<file path="src/rtl/cpu_types_pkg.sv">
// cpu_types_pkg: shared datapath types and constants.
//   word_t        - 32-bit machine word
//   fetch_state_t - fetch stage controller states
//   NOP           - bubble instruction; the control unit suppresses RegWr for it
package cpu_types_pkg;

   localparam int unsigned WORD_W = 32;

   typedef logic [WORD_W-1:0] word_t;

   typedef enum logic [1:0] {
      FETCH  = 2'd0,
      HOLD   = 2'd1,
      HALTED = 2'd2
   } fetch_state_t;

   localparam word_t NOP = 32'h0000_0000;

   // Sequential next PC; wraps modulo 2^32 with no flag.
   function automatic word_t pc_plus4(input word_t pc);
      return pc + 32'd4;
   endfunction

endpackage

</file>
<file path="src/rtl/if_id_latch.sv">
// if_id_latch: IF/ID pipeline register between fetch and decode.
// Ports:
//   CLK, nRST  - clock, asynchronous active-low reset
//   load       - capture instr_in/npc_in as a valid instruction
//   flush      - load a bubble (NOP, valid 0); wins over load
//   instr_in   - instruction word to capture
//   npc_in     - PC+4 of instr_in
//   instr_out  - registered instruction
//   npc_out    - registered PC+4
//   valid_out  - instr_out is a real fetched instruction
// With neither load nor flush the latch holds.
module if_id_latch
   import cpu_types_pkg::*;
(
   input  logic  CLK,
   input  logic  nRST,
   input  logic  load,
   input  logic  flush,
   input  word_t instr_in,
   input  word_t npc_in,
   output word_t instr_out,
   output word_t npc_out,
   output logic  valid_out
);

   word_t instr_q, instr_d;
   word_t npc_q, npc_d;
   logic  valid_q, valid_d;

   always_comb begin
      instr_d = instr_q;
      npc_d   = npc_q;
      valid_d = valid_q;
      if (flush) begin
         instr_d = NOP;
         npc_d   = '0;
         valid_d = 1'b0;
      end else if (load) begin
         instr_d = instr_in;
         npc_d   = npc_in;
         valid_d = 1'b1;
      end
   end

   always_ff @(posedge CLK or negedge nRST) begin
      if (!nRST) begin
         instr_q <= NOP;
         npc_q   <= '0;
         valid_q <= 1'b0;
      end else begin
         instr_q <= instr_d;
         npc_q   <= npc_d;
         valid_q <= valid_d;
      end
   end

   assign instr_out = instr_q;
   assign npc_out   = npc_q;
   assign valid_out = valid_q;

endmodule

</file>
<file path="src/rtl/fetch_unit.sv">
// fetch_unit: instruction-fetch stage. Owns the PC, issues I-cache reads and
// feeds the IF/ID latch; handles redirects, hazard stalls and HALT.
// Parameters:
//   PC_INIT     - PC loaded on reset
// Ports:
//   CLK, nRST   - clock, asynchronous active-low reset
//   ihit        - I-cache returned imemload for imemaddr this cycle
//   imemload    - instruction word from I-cache
//   iREN        - instruction read enable (FETCH state only)
//   imemaddr    - fetch address, always the current PC
//   stall       - hold IF/ID, no PC advance
//   redirect    - taken branch/jump resolved downstream
//   redirect_pc - redirect target, low two bits forced to zero
//   halt        - decode has seen HALT; sticky until reset
//   instr_out   - IF/ID instruction
//   npc_out     - IF/ID PC+4 of instr_out
//   valid_out   - instr_out is a real fetched instruction
// Priority: halt > redirect > stall > ihit.
module fetch_unit
   import cpu_types_pkg::*;
#(
   parameter word_t PC_INIT = 32'h0000_0000
) (
   input  logic  CLK,
   input  logic  nRST,
   input  logic  ihit,
   input  word_t imemload,
   output logic  iREN,
   output word_t imemaddr,
   input  logic  stall,
   input  logic  redirect,
   input  word_t redirect_pc,
   input  logic  halt,
   output word_t instr_out,
   output word_t npc_out,
   output logic  valid_out
);

   fetch_state_t state_q, state_d;
   word_t        pc_q, pc_d;
   word_t        hold_instr_q, hold_instr_d;

   logic  latch_load;
   logic  latch_flush;
   word_t latch_instr;
   word_t latch_npc;

   word_t pc_next;
   word_t target;

   // Targets are word aligned; the low bits of redirect_pc carry no meaning.
   logic unused_redirect_lsbs;
   assign unused_redirect_lsbs = ^redirect_pc[1:0];

   assign pc_next = pc_plus4(pc_q);
   assign target  = {redirect_pc[31:2], 2'b00};

   always_comb begin
      state_d      = state_q;
      pc_d         = pc_q;
      hold_instr_d = hold_instr_q;
      latch_load   = 1'b0;
      latch_flush  = 1'b0;
      latch_instr  = imemload;
      latch_npc    = pc_next;

      if (halt) begin
         state_d     = HALTED;
         latch_flush = 1'b1;
      end else begin
         unique case (state_q)
            FETCH: begin
               if (redirect) begin
                  pc_d         = target;
                  hold_instr_d = NOP;
                  latch_flush  = 1'b1;
               end else if (stall) begin
                  // A word that lands during a stall is parked so the cache
                  // request is not repeated once the stall clears.
                  if (ihit) begin
                     hold_instr_d = imemload;
                     pc_d         = pc_next;
                     state_d      = HOLD;
                  end
               end else if (ihit) begin
                  latch_load = 1'b1;
                  pc_d       = pc_next;
               end else begin
                  latch_flush = 1'b1;
               end
            end
            HOLD: begin
               if (redirect) begin
                  pc_d         = target;
                  hold_instr_d = NOP;
                  latch_flush  = 1'b1;
                  state_d      = FETCH;
               end else if (!stall) begin
                  // pc already advanced past the parked word.
                  latch_load  = 1'b1;
                  latch_instr = hold_instr_q;
                  latch_npc   = pc_q;
                  state_d     = FETCH;
               end
            end
            HALTED: begin
               state_d = HALTED;
            end
            default: begin
               state_d = FETCH;
            end
         endcase
      end
   end

   always_ff @(posedge CLK or negedge nRST) begin
      if (!nRST) begin
         state_q      <= FETCH;
         pc_q         <= PC_INIT;
         hold_instr_q <= NOP;
      end else begin
         state_q      <= state_d;
         pc_q         <= pc_d;
         hold_instr_q <= hold_instr_d;
      end
   end

   assign iREN     = (state_q == FETCH);
   assign imemaddr = pc_q;

   if_id_latch u_if_id_latch (
      .CLK       (CLK),
      .nRST      (nRST),
      .load      (latch_load),
      .flush     (latch_flush),
      .instr_in  (latch_instr),
      .npc_in    (latch_npc),
      .instr_out (instr_out),
      .npc_out   (npc_out),
      .valid_out (valid_out)
   );

endmodule

</file>
<file path="config.mk">
export PLATFORM = sky130hd
export DESIGN_NAME = fetch_unit
export DESIGN_NICKNAME = d
export VERILOG_FILES = /design/src/rtl/cpu_types_pkg.sv /design/src/rtl/if_id_latch.sv /design/src/rtl/fetch_unit.sv
export SDC_FILE = /design/constraint.sdc
export NUM_CORES = 1
export LEC_CHECK = 0
export CAP_MARGIN = 0
export CORE_MARGIN = 10
export CORE_UTILIZATION = 39
export DETAILED_ROUTE_END_ITERATION = 7
export PLACE_DENSITY = 0.8
export SYNTH_ARGS = -nofsm -noshare
export SYNTH_HDL_FRONTEND = slang
export SYNTH_HIERARCHICAL = 1
export SYNTH_SLANG_ARGS = --single-unit
</file>
<file path="constraint.sdc">
create_clock -name CLK -period 2 [get_ports CLK]
set_input_delay 0.4 -clock CLK [delete_from_list [all_inputs] [get_ports CLK]]
set_output_delay 0.4 -clock CLK [all_outputs]
set_load 0.05 [all_outputs]
</file>
Word-level counts from Yosys, hierarchy flattened --
Cells that the tools add are included.
Cells by class: add/subtract/negate cells 1, equal/unequal tests 9, mux-type cells 43, bitwise operators 1, reduce and logical (&&, ||, !) cells 6
Operators by type and width (number):
- two-way mux 32 bit | 19
- one-hot mux 32 bit (2 select lines) | 2
- adder 32 x 3 -> 32 bit, second input constant | 1
- two-way mux 1 bit | 13
- two-way mux 2 bit | 6
- != test 3 x 2 -> 1 bit, second input constant | 3
- AND reduction 4 bit | 2
- != test 3 x 1 -> 1 bit, second input constant | 2
- one-hot mux 2 bit (3 select lines) | 1
- AND reduction 5 bit | 1
- != test 4 bit, second input constant | 1
- one-hot mux 1 bit (2 select lines) | 2
- nonzero test 2 bit | 2
- == test 2 x 1 -> 1 bit, second input constant | 1
- == test 2 bit, second input constant | 1
- zero test 2 bit | 1
- != test 2 bit, second input constant | 1
- NOT 1 bit | 1
Storage, ports and cells: register bits after elaboration 131, input port bits 70, output and inout port bits 98, word-level logic and storage cells 66

Depth between registers and ports, before layout --
Gate-level depths: netlist of the first run.
word-level depth 7, gate-level depth with buffers 9, gate-level depth less buffers 8

Cells and area by module --
Netlist of the first run, hierarchy kept.
Modules (own cells, without submodules):
- fetch_unit | instances 1, cells an instance 589, area each 4305.4 µm², sequential area each 1601.5 µm²
- if_id_latch | instances 1, cells an instance 209, area each 2637.5 µm², sequential area each 1626.6 µm²

Worst setup path before layout of the first run --
Ideal clock, no wire load.
path type reg2reg, start point register pc_q[2] (netlist: imemaddr[2]), end point register u_if_id_latch.npc_q[16] (netlist: u_if_id_latch/npc_out[16]), setup time 73 ps, arrival 2313 ps, data required time 1927 ps, path slack -386 ps, stages on the path, launching flop included 9, path buffers 0, path through dfrtp_1 > ha_1 > nand3_1 > nor4_1 > nand3_1 > nor2_1 > xor2_1 > mux2i_1 > nor2_1
Between the ends: word-level cells in the longest chain between the ends 7
RTL lines:
- start, declared | RTL line fetch_unit.sv:40 | word_t pc_q, pc_d;
- start signal, assigned | RTL line fetch_unit.sv:123 | pc_q <= pc_d;
- adder 32 x 3 -> 32 bit (*) | RTL line cpu_types_pkg.sv:21 | return pc + 32'd4;
- two-way mux 32 bit | RTL line fetch_unit.sv:98 | end else if (!stall) begin
- two-way mux 32 bit | RTL line fetch_unit.sv:93 | if (redirect) begin
- two-way mux 32 bit | RTL line fetch_unit.sv:71 | unique case (state_q)
- two-way mux 32 bit (*) | RTL line fetch_unit.sv:67 | if (halt) begin
- net latch_npc[16] | RTL line fetch_unit.sv:46 | word_t latch_npc;
- two-way mux 32 bit (*) | RTL line if_id_latch.sv:38 | end else if (load) begin
- two-way mux 32 bit (*) | RTL line if_id_latch.sv:34 | if (flush) begin
- end signal, assigned | RTL line if_id_latch.sv:52 | npc_q <= npc_d;
- end, declared | RTL line if_id_latch.sv:27 | word_t npc_q, npc_d;
Mark *: on every way through the listed nets, which the timed path passes. The rest lies on a longest branch. The select of a mux whose other input is x is not followed. A chain may end at the register's enable or synchronous reset.

Final worst setup path of the first run --
start point register pc_q[2] (netlist: imemaddr[2]), end point register pc_q[30] (netlist: imemaddr[30])
Between the ends: word-level cells in the longest chain between the ends 4
RTL lines:
- adder 32 x 3 -> 32 bit | RTL line cpu_types_pkg.sv:21
- two-way mux 32 bit | RTL line fetch_unit.sv:80, fetch_unit.sv:85
- two-way mux 32 bit | RTL line fetch_unit.sv:73 | if (redirect) begin
- one-hot mux 32 bit (2 select lines) | RTL line fetch_unit.sv:71
No other way between the ends. The select of a mux whose other input is x is not followed.

==> results.md, run 1 <==
- Once layout is complete, the cells apart from fillers number ~1200.
- The top-level I/O count is 168.
- The detail route stage leaves a number of antenna-violating nets equal to 0.
- The estimated wirelength of the detail-placed design is ~17000 um.
- The min-delay analysis places its worst path in the category in -> async.
- The total power consumption of the routed design is 6.75 mW.
- The flow ran to the end, and the final reports show no timing, DRC or antenna violations.
- The portion of synthesized cell area occupied by the leading cell type is 46.5%.
- The kind of start point of the critical path is a register.
- After detailed routing, the number of remaining DRC violations is 0.
- For the finished layout, the period the worst path requires is 1.96 ns.
- The number of global-route vias before repair is 6625.
- Counting flops with an async set or reset pin after synthesis yields a share of 100%.
- In this run the cell area of the synthesized design comes to 6940 sq um.
- The number of buffers inserted by port buffering is 163.
- After synthesis, the most frequently instantiated cells are 191 x nand2_1, 129 x dfrtp_1, 95 x nor2_1.
- Setup violations remaining at the end of the flow were counted as 0.
- The number of sinks handled by clock tree synthesis is roughly 130.
- For this run, the total global-route usage over all layers was measured as a little under a fifth.
- Measured against its own limit, the worst slew margin works out to 61.8%.
- TritonCTS built the clock tree.
- The die outline width is 153 um.
- The wire length of the first global-routing pass is 36300 um.
- The sequential cell area in the final layout is 3260 sq um.
- The instance count after placement with tap cells included is 1213.
- The arrival time of the worst setup path is 2.27 ns.
- Counting flops and latches in the post-synthesis netlist gives 129.
- The actual slew at the worst max-slew pin is 0.575 ns.
- For this run the aggregate overflow at the end of global routing stands at 0.
- The chip height is around 150 um.
- Setup repair after global routing could not meet its margin everywhere.
- The worst flop-to-flop path startpoint is imemaddr[2]$_DFFE_PN0P_.
- The area fraction in and, or, nand and nor cells after synthesis is 25.1%.
- The internal reg-to-reg setup slack is 0.04 ns.
- The cell at the slowest stage of the critical path is dfrtp_4.
- The combinational family with the most area after synthesis is simple AND/OR/NAND/NOR gates.
- The analysis attributes to cell leakage a power of 4.78 nW.
- After filler insertion, the fill cell instance count of the layout stands at 1545.
- The total setup buffers inserted after CTS is 0.
- In the synthesized netlist, the number of instances is 798.
- Walking the worst path, the cells encountered are ha_4, nand3_1, nor3_4, nand2_4, o311a_1, or3_1.
- For the worst-skew pair, the clock arrives at the later sink with an insertion delay of 0.43 ns.
- The floorplan has 48 rows.
- The maximum fanout count along the critical path is 7.
- The max-capacitance violation count is 0.
- The via density per instance is 5.35.
- The final core area utilization is 57.6%.
- The die covers 23500 sq um.
- The sequential area share after synthesis is 46.5%.
- The final hold slack is 0.459 ns.
- The maximum number of pins on one net before global-route repair is 65.
- The fraction of final layout cells with drive strength greater than 1 is 21.3%.
- The prevailing post-synth register cell is dfrtp_1.
- After synthesis, the cell types taking the most area are dfrtp_1 46%, nand2_1 10%, mux2i_1 9.2%.
- The final hold violation count is 0.
- The number of optimization iterations in the first detailed-route pass is 6.
- The average size of a mapped cell is 8.70 sq um.
- The max-slew violation count is 0.
- The period utilization is 98.1%.
- The effective utilization at floorplan is 40.0%.
- The total number of vias is 6657.
- The top achievable clock speed is roughly 510 MHz.
- The xor/xnor cell area share of the yosys netlist is ~3.7%.
- During synthesis, Yosys emitted a total of 6 warnings.
- The post-synthesis to final-layout area growth is 44.1%.
- After layout, the worst setup slack is 0.0375 ns.
- On the worst path, the slowest cell contributes a delay of 0.45 ns.
- After routing, the total negative slack on setup checks comes to 0 ns.
- The sum of routed wire length over all layers is 22500 um.
- The core region is 17400 sq um.
- The worst reg2reg path endpoint is imemaddr[30]$_DFFE_PN0P_.
- The mux share of post-synthesis cell area is 9.23%.
- For this design the ratio of total power to cell area is 675 nW/um^2.
- The most frequently used cell type in the post-synthesis netlist is nand2_1.
- Counting cells, the worst reg-to-reg path comes to 6.
- The origin of the worst setup path is imemaddr[2]$_DFFE_PN0P_.
- Counting flops with a built-in enable in the synthesized netlist gives 0.
- Counting the buffers created by CTS gives 17.
- The root cell of the clock tree is clkbuf_16.
- For this block, the initial DRC count from the detailed router was between 400 and 500.
- The congestion estimate from routability-driven global placement came to 0.917.
- For the worst setup path, the data required time is approximately 2.3 ns.
- Once placement finished, the instance area stood at 9360 sq um.
- The largest vdd supply drop is 0.000600 V.
- The number of different library cells in the post-synthesis netlist is 58.
- The number of antenna diodes in the final layout is 0.
- At the placement stage, the worst setup path has a slack of -0.233 ns.
- The total area of multi-input combinational cells is around 3400 sq um.
- The number of antenna violations at the first check in global routing is 0.
- The H-tree depth is 4.
- The setup path with the least slack is of type reg -> reg.
- The clock-pin slew on the worst setup and hold paths is approximately 0.060 ns.
- The area of all placed cells without fillers is 10000 sq um.
- The compound-gate portion of the synthesized area is 9.93%.
- The largest buffer count on any clock path is 2.
- The critical path capture point type is a register.
- The cell type contributing the most total cell area after synthesis is dfrtp_1.
- In the final routed layout, each cell accounts on average for 18.1 um.
- The adder-cell area share of the yosys netlist is 0.180%.
- Clock skew on the completed layout was measured at between 0.01 and 0.015 ns.
- The final-stage net count is 1079.
## report_power, final
part | leakage, nW | switching, mW | total (mW) | internal [mW]
Sequential | 1.70 | 0.0474 | 2.72 | 2.67
Clock | 0.296 | 1.22 | 3.30 | 2.08
Combinational | 2.78 | 0.423 | 0.733 | 0.310
## cells in the final DEF, fill, tap and decap left out, drive strengths merged, types with 3 or more instances in the layout
cell type / instances
o311ai: 4
conb: 4
dfrtp: 129
nor2: 95
clkbuf: 18
nand2: 192
and3: 6
a32oi: 4
inv: 6
o21ai: 50
clkinv: 7
a2bb2oi: 5
a211oi: 3
dlymetal6s2s: 13
and4: 7
bufinv: 4
a31oi: 3
xor2: 14
clkdlybuf4s50: 66
buf: 141
nand4: 17
nand3: 25
a311oi: 5
or3: 8
and2: 3
a21oi: 19
nor4: 8
mux2i: 64
dlygate4sd2: 32
o22ai: 6
or4: 3
nor3: 20
xnor2: 15
## critical path: cells and delay by family, from the launching register on
family	cells	cell delay (ns)
simple gates	4	0.94
fa+ha+maj	1	0.15
compound gates	1	0.29
flops	1	0.45
## logic make-up after synthesis
family / count (synthesis)
other: 1
flip-flops: 129
XOR/XNOR: 29
buffers and inverters: 71
adder cells (fa/ha/maj): 1
multiplexers: 64
AND/OR/NAND/NOR: 391
AO/OA/AOI/OAI: 112
## state kept, by name, indices dropped and copies added (netlist names)
register                 flops
hold_instr_q                32
u_if_id_latch/valid_out      1
u_if_id_latch/instr_out     32
u_if_id_latch/npc_out       32
imemaddr                    30
state_q                      2
## timing repair
item | in CTS | in global routing
pin swaps | 0 | 1
setup endpoints to repair | 32 | 18
hold buffers | 1 | 0
endpoints found under the hold margin | 37 | 0
gates resized for setup | 32 | 17
## how the worst max path moves through the flow
| stage | endpoint | slack (ns) | cells after the start |
|---|---|---|---|
| floorplan | u_if_id_latch/npc_out[31]$_DFFE_PN0P_ | -0.11 | 8 |
| global placement | u_if_id_latch/npc_out[31]$_DFFE_PN0P_ | -0.22 | 9 |
| detailed placement | u_if_id_latch/npc_out[31]$_DFFE_PN0P_ | -0.23 | 9 |
| CTS | npc_out[21] | 0.00002 | 1 |
| global route | imemaddr[30]$_DFFE_PN0P_ | -0.03 | 6 |
| finish | imemaddr[30]$_DFFE_PN0P_ | 0.04 | 6 |
## layer usage
metal | part of all wire [%] | vias up | wire [um] | global-route usage (%)
li1 | - | 3148 | - | -
met1 | 42 | 3183 | 9360 | 23.5
met2 | 47 | 286 | 10500 | 29.3
met3 | 9.9 | 40 | 2220 | 7.52
met4 | 2.0 | 0 | 458 | 6.30
met5 | 0 | - | 0 | 0
## area by class of cell
type,count,area share [%]
inverters,6,0.225
clock inverters,13,1.89
clock buffers,18,4.29
flip-flops and latches,129,32.6
repair buffers,253,23.8
multi-input cells,601,34.5
well taps,225,2.81
No activity file was read; power rests on OpenSTA's default activity.
==> inputs of run 2 (changes only) <==
--- a/config.mk
+++ b/config.mk
@@ -5,6 +5,7 @@
 export SDC_FILE = /design/constraint.sdc
 export NUM_CORES = 1
 export LEC_CHECK = 0
+export ABC_AREA = 1
 export CAP_MARGIN = 0
 export CORE_MARGIN = 10
 export CORE_UTILIZATION = 39
==> run 2 against run 1 <==
Against the previous run: sequential power increased by 3%; core utilization decreased by 3.6 points; clock skew decreased by 0.0057 ns; final area decreased by 3.3%; clock power about the same; fmax about the same; critical endpoint is now npc_out[0]; largest cell class unchanged; largest power group unchanged.
==> results.md, run 2 <==
- The placeable core region came to 17900 sq um (+3.1%).
- The switching part of the total power is 27.2% (+2.2 points).
- The antenna diode count is 0 (unchanged).
- The critical path is of the reg -> out type.
- The max-slew violation count came to 0 (unchanged).
- The sum of routed wire length over all layers is 22400 um (-0.75%).
- The count of mapped cells out of synthesis is 984 (+23%).
- The total negative setup slack was 0 ns (unchanged).
- The critical path capture point type is an output port.
- The largest buffer count on any clock path was 2 (unchanged).
- The required arrival time at the worst endpoint came to 1.60 ns (-0.70 ns).
- The total number of vias is 7093 (+6.5%).
- TritonCTS built the clock tree.
- The largest vdd supply drop is 0.000623 V (+3.8%).
- The largest individual stage delay along the critical path comes from the cell clkdlybuf4s50_1.
- The filler-free cell count of the finished design is 1399 (+12%).
- The switching power total is 1.93 mW (+15%).
- In this run the worst hold path is classified as in -> async.
- The chip height is 155 um (+0.75%).
- The sequential area share after synthesis is 45.7% (-0.79 points).
- The final hold violation count is 0 (unchanged).
- The part of the total power dissipated in combinational logic is 14.5% (+3.6 points).
- The sum of buffers and inverters on the critical path is 1 (+1).
- In the synthesized netlist, the cells that appear most often are 321 x nand2_1, 133 x nand3_1, 129 x dfrtp_1.
- The effective utilization at floorplan is 39.5% (-0.55 points).
- The residual overflow from global routing came to 0 (unchanged).
- The library cell used most frequently in the layout, excluding fill and tap cells, is nand2_1.
- The via density per instance is 5.07 (-5.2%).
- The final worst clock skew is 0.00532 ns (-0.00574 ns).
- The biggest cell delay along the critical path is 0.80 ns (+0.35 ns).
- The count of state elements after synthesis is 129 (unchanged).
- The cell area after synthesis is 7060 sq um (+1.7%).
- The arrival time of the worst setup path is 1.56 ns (-0.71 ns).
- The cell type contributing the most total cell area after synthesis is dfrtp_1.
- The part of the power in registers came to 39.5% (-0.8 points).
- The count of flip-flops with a built-in enable after synthesis came to 0 (unchanged).
- The top cell types in the final layout, fill and taps aside, are 321 x nand2_1, 133 x nand3_1, 129 x dfrtp_1.
- The leakage component of the power came to 5.22 nW (+9.2%).
- The number of rows in the core area came to 49 (+2.1%).
- The post-route minimum period is 1.96 ns (-0.000644 ns).
- The fraction of final layout cells with drive strength greater than 1 is 12.9% (-8.4 points).
- The H-tree depth is 4 (unchanged).
- The clock insertion delay at the later pin of the skew report is 0.42 ns (about the same).
- The instance count after placement with tap cells included is 1367 (+13%).
- The most frequently used cell type in the post-synthesis netlist is nand2_1.
- The maximum number of pins on one net before global-route repair is 50 (-23%).
- The tree is rooted in a clkbuf_16.
- The combined global-route utilization of all metal layers came to 18.7% (-0.25 points).
- Broken down by cell family, the worst path's largest delay share belongs to buffers and inverters.
- The number of global-route vias before repair was 6988 (+5.5%).
- The die outline width is 155 um (+0.75%).
- The placer's final routability congestion estimate is 0.922 (+0.52%).
- The prevailing post-synth register cell is dfrtp_1.
- The number of optimization iterations in the first detailed-route pass is 6 (unchanged).
- The period utilization is 98.1% (about the same).
- The number of antenna violations at the first check in global routing came to 0 (unchanged).
- The count of final setup violators came to 0 (unchanged).
- The floorplan die area is 23900 sq um (+1.5%).
- The number of different library cells in the post-synthesis netlist is 29 (-50%).
- The final-stage net count was 1229 (+14%).
- The relative contribution of the clock network to total power is 46.0% (-2.9 points).
- The internal power is 5.18 mW (+2.3%).
- The worst flop-to-flop path startpoint is imemaddr[12]$_DFFE_PN0P_.
- Traced cell by cell, the critical path runs through clkdlybuf4s50_1.
- The fraction of registers with async set/reset is 100% (unchanged).
- The top-level I/O count is 168 (unchanged).
- The total setup buffers inserted after CTS is 0 (unchanged).
- The DRC marker count from the first detailed-route iteration was 499 (+5.9%).
- The average detailed-routed wire length per instance is 16.0 um (-12%).
- The wire length of the first global-routing pass is 36500 um (+0.59%).
- The average size of a mapped cell is 7.18 sq um (-17%).
- STA classifies the critical path startpoint as a register.
- The estimated wirelength of the detail-placed design is 16300 um (-1.2%).
- The power density over the cells was 735 nW/um^2 (+8.9%).
- Setup repair after global routing left no endpoint under its margin.
- The number of sinks handled by clock tree synthesis is 129 (unchanged).
- The portion of synthesized cell area occupied by the leading cell type came to 45.7% (-0.79 points).
- In the post-synthesis netlist, the biggest area contributors are dfrtp_1 46%, nand2_1 17%, nand3_1 9.4%.
- The DRC violation count after routing is 0 (unchanged).
- The area growth from synthesis to layout is 37.0%.
- The actual slew at the worst max-slew pin is 0.522 ns (-0.0529 ns).
- The number of buffers inserted by port buffering is 163 (unchanged).
- The top achievable clock speed was 510 MHz (about the same).
- The number of warnings reported in the yosys synthesis log is 6 (unchanged).
- The relative slew slack came to 65.1% (+3.3 points).
- The max-capacitance violation count came to 0 (unchanged).
- The critical path starts at u_if_id_latch/npc_out[0]$_DFFE_PN0P_.
- The count of nets left with antenna violations after detail routing came to 0 (unchanged).
- The number of CTS-inserted buffers came to 17 (unchanged).
- The maximum fanout count along the critical path is 2 (-5).
- The clock-pin slew on the worst setup and hold paths came to 0.06 ns (about the same).
- The run finished with clean final reports.
-- run 2: changes by cell type after synthesis, sizes merged, moves of 9 or more --
cell	before	now
buf	30	49
nand4	17	3
mux2i	64	0
clkbuf	35	6
xnor2	15	0
nor3	20	1
nand3	25	134
nand2	192	328
o21ai	50	104
nor2	95	104
inv	6	81
-- run 2: cells by family (layout without fill, tap and decap cells) --
group                      count (synthesis)  in the layout  synth area share (%)
buffers and inverters                    136            319                  9.05
AOI/OAI and AO/OA                        132            132                  9.85
adders and majority gates                  1              1                 0.177
and+or+nand+nor                          572            572                  33.6
other                                      1              4                0.0531
xor gates and xnor gates                  13             13                  1.61
DFF                                      129            129                  45.7
-- run 2: worst paths after layout --
check                                                           to  slack [ns]  cells past startpoint
hold / removal             u_if_id_latch/instr_out[25]$_DFFE_PN0P_        0.47                      2
min in group CLK           u_if_id_latch/instr_out[14]$_DFFE_PN0P_        0.47                      2
setup reg to reg             u_if_id_latch/npc_out[21]$_DFFE_PN0P_        0.15                      8
hold reg to reg            u_if_id_latch/instr_out[14]$_DFFE_PN0P_        0.47                      2
max in group asynchronous    u_if_id_latch/npc_out[18]$_DFFE_PN0P_        0.91                      3
setup / recovery                                        npc_out[0]        0.04                      1
-- run 2: final cells by class --
| class | count | area, sq um |
|---|---|---|
| fill | 1691 | 8230 |
| multi-input combinational | 722 | 3230 |
| clock buffer | 18 | 429 |
| inverter | 81 | 304 |
| tap | 229 | 287 |
| sequential | 129 | 3230 |
| timing repair buffer | 207 | 2010 |
| clock inverter | 13 | 186 |
-- run 2: per-stage QoR --
stage | area, sq um | power (mW) | setup WS, ns | hold slack [ns] | utilization [%]
after detailed placement | 9050 | 3.88 | -0.131 | 0.352 | 50.6
final | 9680 | 7.11 | 0.0381 | 0.470 | 54.1
after CTS | 9650 | 7.19 | 0.000109 | 0.472 | 53.9
after floorplan | 7070 | 3.40 | 0.0754 | 0.104 | -
after global placement | 9050 | 3.85 | -0.0862 | 0.343 | 50.6
after global routing | 9680 | 7.43 | 0.000362 | 0.485 | 54.1
-- run 2: metal layers --
metal | global-route usage (%) | up-vias | routed length [um]
li1 | - | 3487 | -
met4 | 6.21 | 0 | 364
met5 | 0 | - | 0
met3 | 4.74 | 28 | 1660
met1 | 23.6 | 3290 | 9560
met2 | 30.4 | 288 | 10800
-- run 2: power by group through the flow --
stage	Combinational, mW	Sequential (mW)	Clock, mW
6_report	1.03	2.81	3.27
5_1_grt	1.14	2.82	3.48
4_1_cts	1.04	2.81	3.35
3_5_place_dp	1.03	2.85	0
3_3_place_gp	1.01	2.85	0
2_1_floorplan	0.406	3.00	0
-- run 2: repair_timing --
item | in CTS | in global routing
cloned | 0 | 0
endpoints found under the hold margin | 37 | 0
setup endpoints to repair | 24 | 13
hold buffers | 1 | 0
resized for setup | 24 | 12
==> inputs of run 3 (changes only) <==
--- a/config.mk
+++ b/config.mk
@@ -5,9 +5,7 @@
 export SDC_FILE = /design/constraint.sdc
 export NUM_CORES = 1
 export LEC_CHECK = 0
-export ABC_AREA = 1
 export CAP_MARGIN = 0
-export CORE_MARGIN = 10
 export CORE_UTILIZATION = 39
 export DETAILED_ROUTE_END_ITERATION = 7
 export PLACE_DENSITY = 0.8
==> constraint.sdc (replaced) <==
create_clock -name CLK -period 2 [get_ports CLK]
set_input_delay 0.4 -clock CLK [delete_from_list [all_inputs] [get_ports CLK]]
set_output_delay 0.4 -clock CLK [all_outputs]
set_load 0.1 [all_outputs]
==> run 3 against run 2 <==
Against the previous run: sequential cell count stayed put; combinational power down 12%; die area is 23% lower; core utilization is 5.3 points higher; critical path type is now reg -> reg; largest cell class unchanged.
==> results.md, run 3 (synthesis results as in run 1) <==
- The number of antenna violations at the first check in global routing is 0 (unchanged).
- Compared with the post-synthesis result, the final layout area differs by 48.3%.
- The internal power was 5.39 mW (+4.1%).
- The die outline width came to 135 um (-12%).
- The switching power total came to 1.76 mW (-8.8%).
- Setup repair after global routing left no endpoint under its margin.
- In this run the critical register-to-register path is captured at u_if_id_latch/npc_out[31]$_DFFE_PN0P_.
- The number of sinks handled by clock tree synthesis is 129 (unchanged).
- The total negative setup slack is 0 ns (unchanged).
- The total number of vias came to 6599 (-7.0%).
- The maximum number of pins on one net before global-route repair is 65 (+30%).
- STA classifies the critical path startpoint as a register.
- The relative contribution of the clock network to total power was 48.9% (+2.9 points).
- The number of rows in the core area came to 48 (-2.0%).
- The post-detailed-placement cell area came to 9560 sq um (+5.7%).
- The max-capacitance violation count is 0 (unchanged).
- The count of final setup violators was 0 (unchanged).
- The average detailed-routed wire length per instance is 16.8 um (+5.2%).
- The number of optimization iterations in the first detailed-route pass is 5 (-1).
- The chip height came to 135 um (-12%).
- The DRC marker count from the first detailed-route iteration is 449 (-10%).
- The post-route worst setup slack came to 0.0659 ns (+0.0277 ns).
- The effective utilization at floorplan is 40.0% (+0.55 points).
- The cell at the slowest stage of the critical path is or4_1.
- The category of cells accounting for the largest share of critical-path delay is simple AND/OR/NAND/NOR gates.
- The top-level I/O count is 168 (unchanged).
- The worst flop-to-flop path startpoint is imemaddr[16]$_DFFE_PN0P_.
- The required arrival time at the worst endpoint was 2.30 ns (+0.70 ns).
- The maximum fanout count along the critical path was 8 (+6).
- The placeable core region is 17400 sq um (-3.0%).
- The count of nets left with antenna violations after detail routing is 0 (unchanged).
- The critical path ends at u_if_id_latch/npc_out[31]$_DFFE_PN0P_.
- The library cell used most frequently in the layout, excluding fill and tap cells, is nand2_1.
- The top achievable clock speed is 517 MHz (+1.4%).
- The area of all placed cells without fillers was 10300 sq um (+6.4%).
- Clock tree synthesis selected as its root buffer the cell clkbuf_16.
- The tightest min-delay check is of the reg -> reg type.
- The final-stage net count is 1072 (-13%).
- The category of the critical setup timing path is reg -> reg.
- The wire length of the first global-routing pass is 33100 um (-9.2%).
- The worst setup slack before clock tree synthesis is -0.190 ns (-0.0582 ns).
- The placer's final routability congestion estimate came to 0.913 (-0.91%).
- The final hold violation count is 0 (unchanged).
- The max-slew violation count was 0 (unchanged).
- The worst hold path depth is 2.
- The internal reg-to-reg setup slack is 0.07 ns (-0.08 ns).
- The residual overflow from global routing is 0 (unchanged).
- The number of CTS-inserted buffers is 17 (unchanged).
- The relative slew slack is 64.4% (-0.69 points).
- The final core area utilization is 59.3% (+5.3 points).
- The DRC violation count after routing is 0 (unchanged).
- The sum of routed wire length over all layers was 20800 um (-6.9%).
- The final worst clock skew is 0.00750 ns (+0.00218 ns).
- The number of inserted filler cells in the final layout is 1439 (-15%).
- The via density per instance is 5.33 (+5.1%).
- The period utilization is 96.7% (-1.4 points).
- The largest vdd supply drop is 0.000623 V (about the same).
- The antenna diode count is 0 (unchanged).
- The critical path depth in cells is 6 (+5).
- The clock insertion delay at the later pin of the skew report was 0.42 ns (about the same).
- The H-tree depth came to 4 (unchanged).
- The switching part of the total power is 24.7% (-2.5 points).
- The fraction of final layout cells with drive strength greater than 1 came to 25.8% (+13 points).
- The arrival time of the worst setup path is 2.24 ns (+0.68 ns).
- The actual slew at the worst max-slew pin is 0.533 ns (+0.0112 ns).
- The floorplan die area is 18300 sq um (-23%).
- The number of buffers inserted by port buffering came to 163 (unchanged).
- The part of the power in registers is 38.5% (-1.0 points).
- The logic depth of the worst register-to-register path is 6 (-2).
- Walking the worst path, the cells encountered are and3_4, nand4_1, or4_1, xnor2_1, mux2i_1, nor2_1.
- The part of the total power dissipated in combinational logic is 12.6% (-1.9 points).
- The clock-pin slew on the worst setup and hold paths is 0.06 ns (about the same).
- The estimated wirelength of the detail-placed design is 14400 um (-12%).
- The sum of buffers and inverters on the critical path came to 0 (-1).
- The post-route minimum period is 1.93 ns (-0.0277 ns).
- The biggest cell delay along the critical path is 0.55 ns (-0.25 ns).
- In the layout the commonest cells are 190 x nand2_1, 136 x buf_4, 102 x dfrtp_1.
- The total power consumption of the routed design is 7.16 mW (+0.63%).
- The run finished with clean final reports.
- The power density over the cells came to 695 nW/um^2 (-5.4%).
- The leakage component of the power is 4.56 nW (-13%).
- The largest buffer count on any clock path came to 2 (unchanged).
- The combined global-route utilization of all metal layers was 23.3% (+4.7 points).
- Tracing the worst setup path back leads to its startpoint at imemaddr[16]$_DFFE_PN0P_.
- The number of global-route vias before repair came to 6371 (-8.8%).
- The clock tree from TritonCTS is done.
- The worst setup path is captured at a register.
==> run 3: worst register-to-register path, delay by kind of cell (launching register included) <==
family,cells,cell delay (ns)
xor gates and xnor gates,1,0.16
DFF,1,0.49
muxes,1,0.14
and+or+nand+nor,4,1.01
==> run 3: area by class of cell <==
| type | instances | area, sq um | area share [%] |
|---|---|---|---|
| Multi-Input combinational cell | 601 | 3470 | 33.7 |
| Sequential cell | 129 | 3310 | 32.2 |
| Timing Repair Buffer | 246 | 2540 | 24.7 |
| Clock buffer | 22 | 484 | 4.70 |
| Tap cell | 225 | 282 | 2.73 |
| Clock inverter | 9 | 178 | 1.73 |
| Inverter | 6 | 22.5 | 0.219 |
==> run 3: per-layer routing <==
metal	vias to the layer above	global-route usage, %	share of wire, %
li1	3127	-	-
met1	3112	30.6	42
met2	330	36.7	48
met3	30	6.17	8.1
met4	0	9.05	1.8
met5	-	0	0
==> run 3: how the worst min path moves through the flow <==
| stage | startpoint | endpoint |
|---|---|---|
| 6_report | hold_instr_q[2]$_DFFE_PN0P_ | hold_instr_q[2]$_DFFE_PN0P_ |
| 4_1_cts | hold_instr_q[9]$_DFFE_PN0P_ | hold_instr_q[9]$_DFFE_PN0P_ |
| 3_3_place_gp | nRST | imemaddr[23]$_DFFE_PN0P_ |
| 3_5_place_dp | nRST | imemaddr[23]$_DFFE_PN0P_ |
| 2_1_floorplan | nRST | hold_instr_q[0]$_DFFE_PN0P_ |
| 5_1_grt | hold_instr_q[9]$_DFFE_PN0P_ | hold_instr_q[9]$_DFFE_PN0P_ |
==> run 3: power groups by stage <==
| stage | clock [mW] | combinational, mW | sequential (mW) |
|---|---|---|---|
| after floorplan | 0 | 0.264 | 2.97 |
| after global placement | 0 | 0.884 | 2.79 |
| after detailed placement | 0 | 0.896 | 2.80 |
| after CTS | 3.55 | 0.902 | 2.75 |
| after global routing | 3.66 | 0.961 | 2.76 |
| final | 3.50 | 0.903 | 2.75 |
==> run 3: per-stage QoR <==
step	cells	hold WS [ns]
after CTS	1234	0.482
final	1238	0.477
after detailed placement	1202	0.402
after global routing	1238	0.496
after floorplan	801	0.104
after global placement	1202	0.398
==> run 3: what timing repair did <==
action,CTS,global route
endpoints found under the setup margin,0,9
setup buffers,0,4
resized for setup,0,5
hold endpoints to repair,50,0
hold buffers,1,0
